File: config.mk
export PLATFORM = sky130hd
export DESIGN_NAME = bcd_serial_add_ctrl_flat
export DESIGN_NICKNAME = d
export VERILOG_FILES = /design/src/rtl/bcd_serial_add_ctrl_if.sv /design/src/rtl/bcd_serial_add_ctrl.sv /design/src/flat_wrapper.sv
export SDC_FILE = /design/constraint.sdc
export NUM_CORES = 1
export LEC_CHECK = 0
export ABC_CLOCK_PERIOD_IN_PS = 4110
export BUFFER_PORTS_ARGS = -buffer_cell sky130_fd_sc_hd__buf_2
export CORE_AREA = 10 10 88 129
export CTS_CLUSTER_SIZE = 28
export DETAILED_ROUTE_END_ITERATION = 10
export DIE_AREA = 0 0 98 139
export PLACE_DENSITY = 0.53
export SLEW_MARGIN = 20
export SYNTH_ARGS = -nofsm -noshare
export SYNTH_HDL_FRONTEND = slang
export SYNTH_SLANG_ARGS = --single-unit
export TNS_END_PERCENT = 100
File: constraint.sdc
create_clock -name clk -period 4.11 [get_ports clk]
set_input_delay 0.411 -clock clk [delete_from_list [all_inputs] [get_ports clk]]
set_output_delay 0.411 -clock clk [all_outputs]
set_load 0.05 [all_outputs]
File: src/rtl/bcd_serial_add_ctrl_if.sv
// Operand/result bundle between the decimal ALU control and the serial BCD adder.
// The sub line exists only when BCD_SUB_EN is defined.
interface bcd_serial_add_ctrl_if #(
    parameter int DIGITS = 4
);
    logic                  start;
    logic [4*DIGITS-1:0]   a;
    logic [4*DIGITS-1:0]   b;
`ifdef BCD_SUB_EN
    logic                  sub;
`endif
    logic                  busy;
    logic                  done;
    logic [4*DIGITS-1:0]   sum;
    logic                  cout;
    logic                  err;

    modport master (
`ifdef BCD_SUB_EN
        output sub,
`endif
        output start, a, b,
        input  busy, done, sum, cout, err
    );

    modport slave (
`ifdef BCD_SUB_EN
        input  sub,
`endif
        input  start, a, b,
        output busy, done, sum, cout, err
    );
endinterface

File: src/rtl/bcd_serial_add_ctrl.sv
// Digit-serial packed-BCD adder sequencer: one add-with-carry digit stage, LSD first (BCD_SUB_EN adds ten's-complement subtract).
// Latency: start accepted at edge 0, busy for DIGITS cycles, done pulses in cycle DIGITS+1.
// No backpressure: start is only sampled in IDLE; starts during ADD/DONE are dropped, not queued.
module bcd_serial_add_ctrl #(
    parameter int DIGITS = 4
) (
    input  logic                  clk,
    input  logic                  reset,
    bcd_serial_add_ctrl_if.slave  io
);

    localparam int W  = 4 * DIGITS;
    localparam int IW = (DIGITS > 1) ? $clog2(DIGITS) : 1;
    localparam logic [IW-1:0] LAST = IW'(DIGITS - 1);

    typedef enum logic [1:0] {
        IDLE = 2'd0,
        ADD  = 2'd1,
        DONE = 2'd2
    } state_t;

    state_t          state;
    logic [IW-1:0]   idx;
    logic            carry;
    logic [W-1:0]    a_q;
    logic [W-1:0]    b_q;
    logic [W-1:0]    sum_q;
    logic            busy_q;
    logic            done_q;
    logic            cout_q;
    logic            err_q;
    logic            sub_q;

    logic [3:0]      a_d;
    logic [3:0]      b_d;
    logic [3:0]      b_eff;
    logic [4:0]      s;
    logic [3:0]      dig;
    logic            c_nxt;
    logic            bad;

`ifndef BCD_SUB_EN
    assign sub_q = 1'b0;
`endif

    // Select the current digit pair from the latched operands.
    always_comb begin
        a_d = 4'd0;
        b_d = 4'd0;
        for (int i = 0; i < DIGITS; i++) begin
            if (idx == IW'(i)) begin
                a_d = a_q[4*i +: 4];
                b_d = b_q[4*i +: 4];
            end
        end
    end

    // Single-digit decimal add stage; in subtract mode B is nines-complemented
    // and an invalid B digit is forced to 0 (err still reports it).
    always_comb begin
        b_eff = b_d;
        if (sub_q) begin
            b_eff = (b_d > 4'd9) ? 4'd0 : (4'd9 - b_d);
        end
        s     = {1'b0, a_d} + {1'b0, b_eff} + {4'd0, carry};
        dig   = s[3:0];
        c_nxt = 1'b0;
        if (s > 5'd9) begin
            dig   = s[3:0] + 4'd6;
            c_nxt = 1'b1;
        end
        bad = (a_d > 4'd9) || (b_d > 4'd9);
    end

    always_ff @(posedge clk or posedge reset) begin
        if (reset) begin
            state  <= IDLE;
            idx    <= '0;
            carry  <= 1'b0;
            a_q    <= '0;
            b_q    <= '0;
            sum_q  <= '0;
            busy_q <= 1'b0;
            done_q <= 1'b0;
            cout_q <= 1'b0;
            err_q  <= 1'b0;
`ifdef BCD_SUB_EN
            sub_q  <= 1'b0;
`endif
        end else begin
            case (state)
                IDLE: begin
                    if (io.start) begin
                        a_q    <= io.a;
                        b_q    <= io.b;
                        sum_q  <= '0;
                        cout_q <= 1'b0;
                        err_q  <= 1'b0;
                        idx    <= '0;
                        busy_q <= 1'b1;
                        state  <= ADD;
`ifdef BCD_SUB_EN
                        sub_q  <= io.sub;
                        carry  <= io.sub;
`else
                        carry  <= 1'b0;
`endif
                    end
                end
                ADD: begin
                    for (int i = 0; i < DIGITS; i++) begin
                        if (idx == IW'(i)) begin
                            sum_q[4*i +: 4] <= dig;
                        end
                    end
                    if (bad) begin
                        err_q <= 1'b1;
                    end
                    carry <= c_nxt;
                    if (idx == LAST) begin
                        cout_q <= c_nxt;
                        busy_q <= 1'b0;
                        done_q <= 1'b1;
                        state  <= DONE;
                    end else begin
                        idx <= idx + 1'b1;
                    end
                end
                DONE: begin
                    done_q <= 1'b0;
                    state  <= IDLE;
                end
                default: begin
                    busy_q <= 1'b0;
                    done_q <= 1'b0;
                    state  <= IDLE;
                end
            endcase
        end
    end

    assign io.busy = busy_q;
    assign io.done = done_q;
    assign io.sum  = sum_q;
    assign io.cout = cout_q;
    assign io.err  = err_q;

endmodule

File: src/flat_wrapper.sv
// flat-port wrapper written by rule: the top's interface ports become plain ports
module bcd_serial_add_ctrl_flat 
#(
    parameter int DIGITS = 4
)
  (clk, reset, io_start, io_a, io_b, io_busy, io_done, io_sum, io_cout, io_err);
  bcd_serial_add_ctrl_if #(.DIGITS(DIGITS)) io_i ();
  input  logic clk;
  input  logic reset;
  input wire logic [$bits(io_i.start)-1:0] io_start;
  input wire logic [$bits(io_i.a)-1:0] io_a;
  input wire logic [$bits(io_i.b)-1:0] io_b;
  output wire logic [$bits(io_i.busy)-1:0] io_busy;
  output wire logic [$bits(io_i.done)-1:0] io_done;
  output wire logic [$bits(io_i.sum)-1:0] io_sum;
  output wire logic [$bits(io_i.cout)-1:0] io_cout;
  output wire logic [$bits(io_i.err)-1:0] io_err;
  assign io_i.start = io_start;
  assign io_i.a = io_a;
  assign io_i.b = io_b;
  assign io_busy = io_i.busy;
  assign io_done = io_i.done;
  assign io_sum = io_i.sum;
  assign io_cout = io_i.cout;
  assign io_err = io_i.err;
  bcd_serial_add_ctrl #(.DIGITS(DIGITS)) u_core (.clk(clk), .reset(reset), .io(io_i));
endmodule
==> results.py, run 1 <==
metrics = {
    "sta": {
        "fin_crit_sh_pct": 93.3,
        "min_period_ps": 3830,
        "hold_viol_final": 0,
        "rsz0062_at_grt": "false",
        "timing.slew.headroom_pct": 43.9,
        "setup_viol": 0,
        "fin_skew_ps": 9.53,
        "finalSetupTns_ps": 0,
        "fmax_ghz": 0.261,
        "worst_pin_slew_ps": 841,
        "report.final.slew_viol_count": 0,
    },
    "global_routing": {
        "track_usage_pct": 11.0,
        "grt_pass1_wl_mm": 12.1,
        "grt_max_degree": 58,
        "antenna_found_initial": 0,
        "grt-ovfl-total": 0,
        "grt_pass1_vias": 2377,
    },
    "setup_path": {
        "arrival_ps": 4040,
        "critPathLaunchType": "register",
        "worstPathMaxFanout": 11,
        "reg2reg_from": "u_core.idx[0]",
        "end_kind": "register",
        "crit_required_ps": 4310,
        "r2r-end": "u_core.io.sum[14]",
        "reg2reg_depth": 15,
        "r2r_setup_slack_ps": 280,
        "critical_path_class": "register to register",
    },
    "clock_tree": {
        "cts-hold-fix-buffers": 0,
        "clock_path_buffers": 2,
        "post_cts_buffers": 0,
        "cts_tree": "done",
        "cts.htree.levels": 3,
        "clkLatencyLatePin_ps": 330,
        "path_clk_slew_ps": 50,
        "cts_inserted_buffers": 9,
        "cts-root-buf": "clkbuf_16",
        "clock_sinks": 57,
    },
    "cells_and_area": {
        "final_common_cell": "nand2_1",
        "num-nets-final": 416,
        "area_growth_pct": 29.2,
        "n_antenna_cell": 0,
        "drive_gt1_share_pct": 22.9,
        "fillCellCount": 950,
        "layout_common_cells": "nand2_1 (110), dfrtp_1 (57), buf_2 (54)",
    },
    "synthesis": {
        "synth_cell_types": 36,
        "ys_ff_latch": 57,
        "yosysWarnings": 0,
        "postSynthCellCount": 316,
        "synthDominantCellAreaShare_pct": 52.0,
        "synth_top_cell_by_area": "dfrtp_1",
        "synthesis.nets": 361,
        "ys_seq_area_share_pct": 52.0,
        "syn_area_per_cell_um2": 8.68,
        "syn_area_um2": 2740,
        "synth.area.top_cells": "dfrtp_1 (52%), nand2_1 (15%), a21oi_1 (3.6%)",
    },
    "routing": {
        "remaining_drc_errors": 0,
        "wl_mm": 7.33,
        "via_count": 2268,
        "ant_nets": 0,
        "drt-vias-per-instance": 4.65,
        "firstDrtPassIters": 4,
        "drt_iter0_markers": 77,
        "wl_per_cell_um": 15.0,
    },
    "flow_run": {
        "max_cap_viol_count": 0,
    },
    "place": {
        "dp_hpwl_mm": 5.56,
        "io_buffers": 54,
        "place.gp.congestion": 0.864,
    },
    "floorplan": {
        "die_y_um": 139,
        "io_pins": 55,
        "core_area_um2": 9090,
        "chipWidth_um": 98,
        "initial_core_util_pct": 30.2,
        "core.rowCount": 43,
        "dieArea_um2": 13600,
    },
    "worst_hold_path": {
        "hold_end": "u_core.b_q[6]",
        "hold_depth": 3,
        "hold_class": "input pin to register",
        "hp-start": "io_b[6]",
    },
    "outcome": {
        "status": "finished, final reports clean",
    },
}
final cells by class:
class / instances / area, um^2 / area share (%)
flip-flops and latches: 57 / 1430 / 40.3
well taps: 112 / 140 / 3.95
multi-input cells: 229 / 1240 / 35.0
inverters: 16 / 60.1 / 1.69
repair buffers: 58 / 300 / 8.47
clock inverters: 5 / 125 / 3.53
clock buffers: 11 / 253 / 7.13
critical path, stage by stage (launching register included):
cell      delay [ps]
dfrtp_1          420
inv_1            180
ha_1             400
a21oi_1          120
nor2_1           100
a21oi_1           70
fa_1             480
fa_1             470
xnor2_2          240
inv_1             80
ha_1             240
nand2_1           70
o21ai_1           90
or3_1            370
a211oi_4         280
o21ai_1          110
timing repair:
item	in CTS	in global routing
setup endpoints to repair	0	14
resized for setup	0	6
hold endpoints to repair	0	0
worst max-delay path by stage:
stage                             end  cells past startpoint  slack, ps           from
floorplan           u_core.io.sum[14]                     18        470  u_core.idx[1]
global placement     u_core.io.sum[2]                     17        290  u_core.idx[1]
detailed placement  u_core.io.sum[14]                     17        100  u_core.idx[1]
CTS                 u_core.io.sum[14]                     17         90  u_core.idx[1]
global route         u_core.io.sum[1]                     16         20  u_core.idx[0]
finish              u_core.io.sum[14]                     15        280  u_core.idx[0]
metrics by stage:
step	utilization (%)	instances	hold WS (ps)	instance area (um^2)	setup WS [ps]
2_1_floorplan	-	316	438	2740	468
5_1_grt	39.0	488	274	3540	19.6
4_1_cts	38.5	488	261	3500	89.7
3_5_place_dp	34.4	472	461	3130	105
6_report	39.0	488	272	3540	277
3_3_place_gp	34.4	472	465	3130	289
kinds of logic after synthesis:
logic type      synth area share [%]
compound gates                  13.7
buf+inv                         4.38
xor+xnor                       0.913
fa+ha+maj                       5.11
mux                            0.365
flops                           52.0
simple gates                    23.5
registers in the layout (all words and copies together), names as in the netlist:
signal and flops:
u_core.a_q 16, u_core.b_q 16, u_core.carry 1, u_core.idx 2, u_core.io.busy 1, u_core.io.cout 1, u_core.io.done 1, u_core.io.err 1
u_core.io.sum 16, u_core.state 2
Yosys cell counts, drive strengths merged:
cell type,count
o31ai,1
buf,7
and3b,1
or3,1
a221o,1
nand2b,3
o311a,2
dfrtp,57
a211oi,2
ha,8
nor2b,4
a21boi,1
a22oi,3
mux2i,1
nand2,110
fa,2
nand3,17
nand3b,5
a221oi,1
nor4,1
a21o,1
o21ai,31
xnor2,2
nor2,7
inv,16
and3,1
a31o,1
a21oi,20
o21a,1
clkbuf,7
or2,1
routing by layer:
layer,part of all wire (%),track usage (%)
met5,0,0
met4,2.4,5.38
met3,5.2,3.99
met2,51,18.3
met1,41,12.0
Power of run 1 is not shown: default switching activity piles up to over one toggle a cycle in this logic, so the estimate is an artifact.
==> inputs of run 2 (changes only) <==
ABC_CLOCK_PERIOD_IN_PS = 3700   (was 4110)
clock period = 3.7 ns   (was 4.11 ns; I/O delays follow)
==> run 2 against run 1 <==
- first-iteration DRC count rose by 13%
- setup slack got worse by 19 ps
- cell area fell by 0.25%
- critical path depth rose by 2
- cell count rose by 1.0%
- fmax rose by 11%
- hold slack got worse by 180 ps
==> results.py, run 2 (synthesis results as in run 1) <==
metrics = {
    "routing": {
        "firstDrtPassIters": 4,
        "wl_per_cell_um": 14.9,
        "drt-vias-per-instance": 4.63,
        "drt_iter0_markers": 87,
        "remaining_drc_errors": 0,
        "via_count": 2283,
        "ant_nets": 0,
        "wl_mm": 7.36,
    },
    "sta": {
        "report.final.slew_viol_count": 0,
        "setup_viol": 0,
        "worst_pin_slew_ps": 844,
        "timing.slew.headroom_pct": 43.7,
        "min_period_ps": 3440,
        "finalSetupTns_ps": 0,
        "setup_ws_ps": 258,
        "fin_crit_sh_pct": 93.0,
        "hold_viol_final": 0,
        "fin_skew_ps": 9.62,
        "fmax_ghz": 0.291,
    },
    "setup_path": {
        "worstPathMaxFanout": 4,
        "crit_required_ps": 3910,
        "critPathLaunchType": "register",
        "critical_path_class": "register to register",
        "arrival_ps": 3650,
        "end_kind": "register",
    },
    "cells_and_area": {
        "num-nets-final": 421,
        "drive_gt1_share_pct": 25.5,
        "layout_common_cells": "nand2_1 (110), dfrtp_1 (57), buf_2 (54)",
        "final_common_cell": "nand2_1",
        "area_growth_pct": 28.9,
        "n_antenna_cell": 0,
        "fin_cells": 493,
        "final_util_pct": 38.9,
        "fillCellCount": 952,
    },
    "clock_tree": {
        "clock_sinks": 57,
        "cts-root-buf": "clkbuf_16",
        "clock_path_buffers": 2,
        "cts_tree": "done",
        "cts_inserted_buffers": 9,
        "path_clk_slew_ps": 50,
        "cts.htree.levels": 3,
        "cts-hold-fix-buffers": 0,
        "clkLatencyLatePin_ps": 330,
    },
    "place": {
        "dp_cells": 476,
        "place.gp.congestion": 0.845,
        "dp_hpwl_mm": 5.60,
        "io_buffers": 54,
        "pre_cts_ws_ps": -89.7,
    },
    "floorplan": {
        "io_pins": 55,
        "dieArea_um2": 13600,
        "initial_core_util_pct": 30.2,
        "core_area_um2": 9090,
        "chipWidth_um": 98,
        "die_y_um": 139,
        "core.rowCount": 43,
    },
    "global_routing": {
        "track_usage_pct": 11.2,
        "antenna_found_initial": 0,
        "grt-ovfl-total": 0,
        "grt_pass1_vias": 2521,
        "grt_max_degree": 46,
        "grt_pass1_wl_mm": 12.4,
    },
    "flow_run": {
        "max_cap_viol_count": 0,
    },
    "worst_hold_path": {
        "hold_class": "input pin to asynchronous set/reset pin",
    },
    "outcome": {
        "status": "finished, final reports clean",
    },
}
==> run 2: cell count changes in the layout (fill, tap and decap cells not counted), sizes merged <==
cell and change:
inv +2, clkinvlp +1, clkbuf -2, clkinv +1, buf +5, bufinv -2
==> run 2: metrics by stage <==
step	hold WS (ps)	cell area, um^2
3_5_place_dp	463	3160
3_3_place_gp	447	3160
6_report	95.5	3530
2_1_floorplan	438	2740
4_1_cts	114	3500
5_1_grt	152	3530
==> run 2: repair_timing <==
action,4_1_cts,5_1_grt
endpoints found under the setup margin,7,8
gates cloned,0,0
pin swaps,2,7
buffers inserted,0,1
gates resized for setup,3,8
hold endpoints to repair,0,0
==> run 2: area by class of cell <==
cell class	count	area, um^2	area share (%)
flip-flops and latches	57	1430	40.4
multi-input cells	229	1240	35.2
repair buffers	63	338	9.56
clock buffers	9	225	6.37
well taps	112	140	3.96
clock inverters	7	103	2.90
inverters	16	60.1	1.70
==> run 2: final timing paths <==
path,start,endpoint,slack (ps),cells after the start
max in group asynchronous,reset,u_core.io.sum[2],2800,3
min,reset,u_core.io.done,100,2
min reg2reg,u_core.io.done,u_core.io.done,470,1
max reg2reg,u_core.idx[0],u_core.io.sum[2],260,17
max,u_core.idx[0],u_core.io.sum[2],260,17
min in group clk,io_b[12],u_core.b_q[12],230,3
==> run 2: critical path, stage by stage, from the launching register on <==
cell and delay [ps]:
dfrtp_1 430, inv_2 100, ha_2 200, nand3b_1 80, a21oi_1 150, a21oi_1 60
nor2_1 100, a21oi_1 70, fa_2 370, fa_2 380, xnor2_2 190, inv_1 60
ha_1 220, nand2_1 60, o21ai_1 90, or3_4 350, a211oi_4 290, o21ai_1 110
==> run 2: metal layers <==
layer | GRT usage (%) | up-vias | share of wire (%)
li1 | - | 1171 | -
met1 | 11.9 | 1044 | 42
met2 | 18.8 | 52 | 50
met3 | 3.99 | 16 | 4.3
met4 | 5.91 | 0 | 3.5
met5 | 0 | - | 0
Power of run 2 is left out for the same reason.
==> inputs of run 3 (changes only) <==
ABC_CLOCK_PERIOD_IN_PS = 2900   (was 3700)
CORE_AREA = 10 10 106 108   (was 10 10 88 129)
DIE_AREA = 0 0 116 118   (was 0 0 98 139)
PLACE_DENSITY = default   (was 0.53)
clock period = 2.9 ns   (was 3.7 ns; I/O delays follow)
==> run 3 against run 2 <==
- the run now ends with negative setup slack left
- non-clock buffer count rose by 23
- hold slack got worse by 83 ps
- cell area grew 6.3%
- via count is 7.0% higher
- register-to-register slack got worse by 630 ps
- first-iteration DRC count fell by 1.1%
- count of clock-buffer cells in the layout increased by 1
- die area up 0.48%
- fmax up 5.2%
- wire length grew 2.1%
- global-route usage rose by 0.31 points
- largest cell class unchanged
- highest routed layer unchanged
==> results.py, run 3 (synthesis results as in run 1) <==
metrics = {
    "routing": {
        "wl_met2_mm": 3.62,
        "ant_nets": 0,
        "wl_mm": 7.51,
        "drt_iter0_markers": 86,
        "wl_met3_um": 430,
        "highest_layer": "met4",
        "wl_per_cell_um": 14.6,
        "wl_met1_mm": 3.15,
        "via_count": 2442,
        "remaining_drc_errors": 0,
        "drt-vias-per-instance": 4.74,
        "firstDrtPassIters": 4,
    },
    "cells_and_area": {
        "layout_common_cells": "nand2_1 (109), dfrtp_1 (57), buf_2 (54)",
        "drive_gt1_share_pct": 33.9,
        "num-nets-final": 444,
        "final_common_cell": "nand2_1",
        "area_growth_pct": 37.0,
        "n_antenna_cell": 0,
    },
    "setup_path": {
        "arrival_ps": 3490,
        "crit_required_ps": 3120,
        "r2r-end": "u_core.io.sum[6]",
        "reg2reg_depth": 17,
        "critical_path_class": "register to register",
        "r2r_setup_slack_ps": -370,
        "worstPathMaxFanout": 4,
        "reg2reg_from": "u_core.idx[0]",
        "critPathLaunchType": "register",
        "end_kind": "register",
    },
    "sta": {
        "setup_ws_ps": -372,
        "min_period_ps": 3270,
        "report.final.slew_viol_count": 0,
        "rsz0062_at_grt": "true",
        "fmax_ghz": 0.306,
        "hold_viol_final": 0,
        "hold_slack_ps": 12.6,
        "worst_pin_slew_ps": 853,
        "fin_crit_sh_pct": 113,
        "setup_viol": 14,
        "fin_skew_ps": 7.67,
        "timing.slew.headroom_pct": 43.1,
    },
    "clock_tree": {
        "path_clk_slew_ps": 70,
        "clock_path_buffers": 2,
        "cts-root-buf": "clkbuf_8",
        "cts.htree.levels": 3,
        "cts_inserted_buffers": 9,
        "cts_tree": "done",
        "clkLatencyLatePin_ps": 340,
        "cts-hold-fix-buffers": 0,
        "clock_sinks": 57,
    },
    "outcome": {
        "violations": "negative setup slack",
        "status": "finished with violations",
    },
    "worst_hold_path": {
        "hold_class": "input pin to asynchronous set/reset pin",
    },
    "global_routing": {
        "antenna_found_initial": 0,
        "grt-ovfl-total": 0,
        "grt_pass1_wl_mm": 12.4,
        "grt_max_degree": 46,
        "grt_pass1_vias": 2543,
        "track_usage_pct": 11.5,
    },
    "floorplan": {
        "initial_core_util_pct": 30.1,
        "dieArea_um2": 13700,
        "core_area_um2": 9110,
        "io_pins": 55,
        "core.rowCount": 35,
        "die_y_um": 118,
        "chipWidth_um": 116,
    },
    "place": {
        "place.gp.congestion": 0.841,
        "dp_hpwl_mm": 5.56,
        "io_buffers": 54,
    },
    "flow_run": {
        "max_cap_viol_count": 0,
    },
}
[run 3: changes by cell type in the layout (fill, tap and decap cells not counted), moves of 3 or more]
cell and change:
buf_4 +22, clkinv_2 +3, ha_1 -3, clkbuf_8 +10, o21ai_2 +7, clkbuf_16 -9
o21ai_0 -5
[run 3: worst max-delay path by stage]
stage                  start                 to  slack, ps
2_1_floorplan  u_core.idx[1]  u_core.io.sum[10]       -430
3_3_place_gp   u_core.idx[0]  u_core.io.sum[10]       -400
3_5_place_dp   u_core.idx[0]  u_core.io.sum[10]       -500
4_1_cts        u_core.idx[0]   u_core.io.sum[9]       -320
5_1_grt        u_core.idx[0]   u_core.io.sum[6]       -590
6_report       u_core.idx[0]   u_core.io.sum[6]       -370
[run 3: worst max-delay path: stages (launching register included)]
cell and delay [ps]:
dfrtp_1 430, inv_2 110, ha_4 150, nand3b_1 90
a21oi_2 120, a21oi_1 50, nor2_1 130, a21oi_2 60
fa_2 370, fa_2 370, xnor2_2 150, inv_1 60
ha_2 190, nand2_2 60, o21ai_2 60, or3_4 340
a211oi_4 310, o21ai_1 110
[run 3: cell type report]
type	count	area, um^2
tap	111	139
sequential	57	1430
fill	929	5350
clock buffer	10	138
timing repair buffer	86	514
inverter	16	60.1
multi-input combinational	229	1380
clock inverter	6	105
[run 3: metal layers]
layer  vias to the layer above  global-route usage (%)
li1                       1215                       -
met1                      1145                    13.0
met2                        59                    17.9
met3                        23                    3.98
met4                         0                    7.36
met5                         -                       0
[run 3: what timing repair did]
action	CTS	global route
setup buffers	4	1
gates resized for setup	12	15
setup endpoints to repair	14	14
pin swaps	7	8
[run 3: stage by stage]
stage	utilization [%]	worst slack (ps)	cell area, um^2	cells	setup TNS, ps
detailed placement	36.6	-500	3340	495	-5510
finish	41.3	-372	3760	515	-3860
global placement	36.6	-399	3340	495	-4200
floorplan	-	-432	2800	316	-3250
CTS	40.4	-321	3680	514	-3710
global route	41.3	-591	3760	515	-6680
Power of run 3 is left out for the same reason.
